==> src/rtl/systolic_collector.sv <==
// ============================================================================
// Module   : systolic_collector
// Purpose  : De-skews the column outputs of a 4x4 systolic array into a 4x4
//            result matrix and streams it out row by row with valid/ready.
// Revision : 1.0 - initial release
// ============================================================================
`default_nettype none

module systolic_collector #(
    parameter int DATA_WIDTH = 32
) (
    input  logic                  clk,
    input  logic                  rst_n,
    input  logic                  start,
    input  logic                  in_valid,
    input  logic [DATA_WIDTH-1:0] c_in0,
    input  logic [DATA_WIDTH-1:0] c_in1,
    input  logic [DATA_WIDTH-1:0] c_in2,
    input  logic [DATA_WIDTH-1:0] c_in3,
    input  logic                  out_ready,
    output logic                  out_valid,
    output logic [1:0]            out_row,
    output logic [DATA_WIDTH-1:0] out_c0,
    output logic [DATA_WIDTH-1:0] out_c1,
    output logic [DATA_WIDTH-1:0] out_c2,
    output logic [DATA_WIDTH-1:0] out_c3,
    output logic                  busy,
    output logic                  done,
    output logic                  overrun
);

    localparam logic [2:0] c_LAST_BEAT = 3'd6;
    localparam logic [1:0] c_LAST_ROW  = 2'd3;

    typedef enum logic [1:0] {
        S_IDLE    = 2'd0,
        S_COLLECT = 2'd1,
        S_DRAIN   = 2'd2,
        S_DONE    = 2'd3
    } state_t;

    state_t                r_state;
    logic [2:0]            r_beat;
    logic [1:0]            r_row;
    logic                  r_done;
    logic                  r_overrun;
    logic [DATA_WIDTH-1:0] r_c [4][4];

    logic [DATA_WIDTH-1:0] w_cin [4];
    logic                  w_capture;
    logic                  w_out_valid;

    assign w_cin[0]    = c_in0;
    assign w_cin[1]    = c_in1;
    assign w_cin[2]    = c_in2;
    assign w_cin[3]    = c_in3;
    assign w_capture   = (r_state == S_COLLECT) && in_valid;
    assign w_out_valid = (r_state == S_DRAIN);

    always_ff @(posedge clk) begin
        if (!rst_n) begin
            r_state   <= S_IDLE;
            r_beat    <= 3'd0;
            r_row     <= 2'd0;
            r_done    <= 1'b0;
            r_overrun <= 1'b0;
        end else begin
            case (r_state)
                S_IDLE, S_DONE: begin
                    if (start) begin
                        r_state   <= S_COLLECT;
                        r_beat    <= 3'd0;
                        r_done    <= 1'b0;
                        // A beat arriving alongside the arm pulse is still lost
                        r_overrun <= in_valid;
                    end else if (in_valid) begin
                        r_overrun <= 1'b1;
                    end
                end
                S_COLLECT: begin
                    if (in_valid) begin
                        if (r_beat == c_LAST_BEAT) begin
                            r_state <= S_DRAIN;
                            r_beat  <= 3'd0;
                            r_row   <= 2'd0;
                        end else begin
                            r_beat <= r_beat + 3'd1;
                        end
                    end
                end
                S_DRAIN: begin
                    if (in_valid) begin
                        r_overrun <= 1'b1;
                    end
                    if (out_ready) begin
                        if (r_row == c_LAST_ROW) begin
                            r_state <= S_DONE;
                            r_done  <= 1'b1;
                            r_row   <= 2'd0;
                        end else begin
                            r_row <= r_row + 2'd1;
                        end
                    end
                end
                default: r_state <= S_IDLE;
            endcase
        end
    end

    // Column j of beat k belongs to row k-j; edge beats carry unused lanes
    always_ff @(posedge clk) begin
        for (int r = 0; r < 4; r++) begin
            for (int j = 0; j < 4; j++) begin
                if (!rst_n) begin
                    r_c[r][j] <= '0;
                end else if (w_capture && (r_beat == 3'(r + j))) begin
                    r_c[r][j] <= w_cin[j];
                end
            end
        end
    end

    assign out_valid = w_out_valid;
    assign out_row   = w_out_valid ? r_row : 2'd0;
    assign out_c0    = w_out_valid ? r_c[r_row][0] : '0;
    assign out_c1    = w_out_valid ? r_c[r_row][1] : '0;
    assign out_c2    = w_out_valid ? r_c[r_row][2] : '0;
    assign out_c3    = w_out_valid ? r_c[r_row][3] : '0;
    assign busy      = (r_state == S_COLLECT) || (r_state == S_DRAIN);
    assign done      = r_done;
    assign overrun   = r_overrun;

endmodule

`default_nettype wire

==> config.mk <==
export PLATFORM = sky130hd
export DESIGN_NAME = systolic_collector
export DESIGN_NICKNAME = d
export VERILOG_FILES = /design/src/rtl/systolic_collector.sv
export SDC_FILE = /design/constraint.sdc
export NUM_CORES = 1
export LEC_CHECK = 0
export ABC_AREA = 1
export BUFFER_PORTS_ARGS = -buffer_cell sky130_fd_sc_hd__buf_4
export CAP_MARGIN = 20
export CORE_UTILIZATION = 45
export DETAILED_ROUTE_END_ITERATION = 8
export PLACE_DENSITY_LB_ADDON = 0.3
export SLEW_MARGIN = 20
export SYNTH_ARGS = -nofsm -noshare
export SYNTH_HDL_FRONTEND = slang
export SYNTH_SLANG_ARGS = --single-unit
==> constraint.sdc <==
create_clock -name clk -period 4.7 [get_ports clk]
set_clock_uncertainty 0.2 [all_clocks]
set_input_delay 0.235 -clock clk [delete_from_list [all_inputs] [get_ports clk]]
set_output_delay 0.235 -clock clk [all_outputs]
set_load 0.02 [all_outputs]
==> metrics.txt <==
yosys warns=0; Worst Path Arrival=3.01 ns; vias in the first global route=17474; fin crit share=0.7336; I/O Buffers=~270; cells after synthesis=approximately 2300; # IOs=about 270; run status=complete, no violations; Avg Cell Area, Syn=between 9 and 10 um2; Max Slew Vio Count=0; Worst-Skew Late Latency=0.62 ns; net count after synthesis=2467; share of cells above drive strength 1=0.1417; NetSw=3.651 mW; slew at the pin closest to its max-slew limit=approximately 1.1 ns; Die Y=228.6 um; CTS tree=yes; Logic pwr share=0.215; Crit Path Max Fanout=approximately 120; relative slew slack=0.2670; fin cells=roughly 3400; Net Sw Frac=0.3010; RSZ-0062 raised after global routing=no; Max-Cap Viols=0; dpl hpwl=about 33000 um; Placed Cells=approximately 3100; FF+latch count, synth=approximately 520; R2R Path Start=r_state[0]$_SDFFE_PN0P_; area growth from synthesis to layout=24.02%; initial antenna violation count=2; Flop pwr share=0.453; VDD IR-drop max=328.0 uV; TritonCTS Sinks=523; Tmin final=3.448 ns; CTS Buf Count=55; postcts setup bufs=0; Fmax achieved=290.0 MHz; gp weighted congestion=around 0.75; synthesized area=~23000 um2; # resized after CTS=0; critical path class=flip-flop to output pin; clk root buf=clkbuf_16; Avg WL per Cell=18.69 um; H-tree depth=2; Layout Utilization=0.5688; Pint=roughly 8.5 mW; Post-DRT Antenna Nets=0; Final Net Count=approximately 2800; hold depth=4; TNS Setup=0 ns; global route total overflow=0; final hold vios=0; Initial Util=0.4586; die area=about 52000 um2; crit path launch type=flip-flop; vias per cell=around 5.3; GRT Total Usage=0.2366; final setup violation count=0; routed vias=17709; cells on worst reg2reg path=6; Die Width=228.6 um; overall routed net length=~63000 um; Hold Path End=r_c[1][73]$_SDFFCE_PN0P_; distinct cell type count after synthesis=23; largest net degree at the start of global routing=125; FF-to-FF End=r_c[2][37]$_SDFFCE_PN0P_; DR DRC count=0; leakage=11.77 nW; global-route wire length before repair=between 90000 and 100000 um; worst hold start=c_in1[9]; FF-to-FF setup slack=1.67 ns; Critical Path End Type=output pin; CTS clk-pin slew, worst paths=0.06 ns; core outline area=50380 um2; number of DRC markers in iteration 0=between 1000 and 1500; sequential area share after synthesis=0.6750; clock share of power=0.332; FP Rows=a little over 80; CP Data Required Time=about 4.3 ns; drt pass-1 iters=6; Max clock buf depth=3; worst min path class=input port to flip-flop; Power Density=423.3 nW/um2
## cells in the final DEF (no fill, tap or decap), types with 2 or more instances in the layout
cell           instances
nand2_1               34
clkbuf_16             55
o21ai_0              252
a21oi_1              133
nand3_1                9
nand3_2                2
clkbuf_8               4
buf_4                279
clkinv_2               5
nand2_2                2
nand2_4                5
buf_12                 7
buf_16                 2
inv_4                  2
clkbuf_1              17
clkinvlp_4             2
or2_2                  2
clkinv_8               2
dlygate4sd3_1        136
ha_1                   5
o21ai_1                6
inv_1                149
nor2_1              1040
dfxtp_4                2
nor2_4                 2
dfxtp_1                9
clkinv_1               9
nand3_4                4
edfxtp_1             512
## sequential cells by signal, summed over array words and instances (netlist names), named ones only
name,cells
r_c,512
r_beat,3
r_row,2
r_state,2
done,1
overrun,1
## critical path, stage by stage (launching register included)
cell     delay (ns)
dfxtp_4        0.50
inv_6          0.69
buf_12         0.41
o21ai_0        0.16
a21oi_1        0.32
buf_4          0.21
## cell usage after synthesis
master	instances	area (um2)
a21oi_1	133	665.6
and2_1	1	6.260
buf_1	9	33.78
buf_2	47	235.2
buf_4	2	15.01
buf_6	8	90.09
clkbuf_1	88	330.3
dfxtp_1	11	220.2
edfxtp_1	512	15370
ha_1	5	62.56
inv_1	151	566.8
inv_2	1	3.750
nand2_1	40	150.1
nand2_2	1	6.260
nand3_1	11	55.05
nand3_2	4	40.04
nand4_1	1	6.260
nor2_1	1040	3904
nor2_4	2	22.52
o21a_1	1	7.510
o21ai_0	253	1266
o21ai_1	6	30.03
or2_2	2	12.51
## repair_timing
item / CTS / global route
hold buffers: 136 / 0
endpoints found under the setup margin: 0 / 0
endpoints found under the hold margin: 523 / 0
## worst max-delay path by stage
stage / from / endpoint / slack, ns / cells past startpoint
2_1_floorplan: r_state[1]$_SDFFE_PN0P_ / r_c[0][0]$_SDFFCE_PN0P_ / 0.44 / 6
3_3_place_gp: flip-flop / out_c1[25] / 1.45 / 6
4_1_cts: flip-flop / out_c3[16] / 0.74 / 5
3_5_place_dp: flip-flop / out_c3[6] / 1.42 / 5
5_1_grt: flip-flop / out_c3[29] / 1.01 / 5
6_report: flip-flop / out_c1[21] / 1.25 / 5
## layout make-up
type                       instances  area, um2
timing repair buffer             425       3662
clock inverter                    20      145.1
tap                              672      840.8
sequential                       523      15600
inverter                         152      580.6
antenna                            1      2.502
multi-input combinational       1500       6326
clock buffer                      76       1495
fill                            4278      21720
## routing by layer
layer,wire length [um],share of wire,global-route usage
met1,25780,0.41,0.3053
met2,31610,0.50,0.4095
met3,4041,0.064,0.03618
met4,1516,0.024,0.07362
met5,13,0.00021,0
## kinds of logic (layout without fill, tap and decap cells)
group	count (synthesis)	after routing	synth area share
adders and majority gates	5	5	0.002708
buffers and inverters	306	673	0.05518
AOI/OAI and AO/OA	393	393	0.08524
other	0	1	0
DFF	523	523	0.6750
and+or+nand+nor	1102	1102	0.1819
## power by group through the flow
stage,logic (mW),clock network (mW),registers (mW)
floorplan,1.62,0,5.51
global placement,2.42,0,5.61
detailed placement,2.46,0,5.62
CTS,2.57,4.09,5.53
global route,2.86,4.25,5.51
finish,2.61,4.03,5.49
## per-stage QoR
step / total power [mW] / setup WS (ns) / cell area (um2) / hold slack [ns]
floorplan: 7.130 / 0.4389 / 23100 / 0.2074
global placement: 8.030 / 1.450 / 25590 / 0.2542
detailed placement: 8.086 / 1.420 / 25620 / 0.2598
CTS: 12.19 / 0.7419 / 28620 / 0.2767
global route: 12.62 / 1.012 / 28660 / 0.3043
finish: 12.13 / 1.252 / 28660 / 0.3015
(Power assumes the default switching activity.)
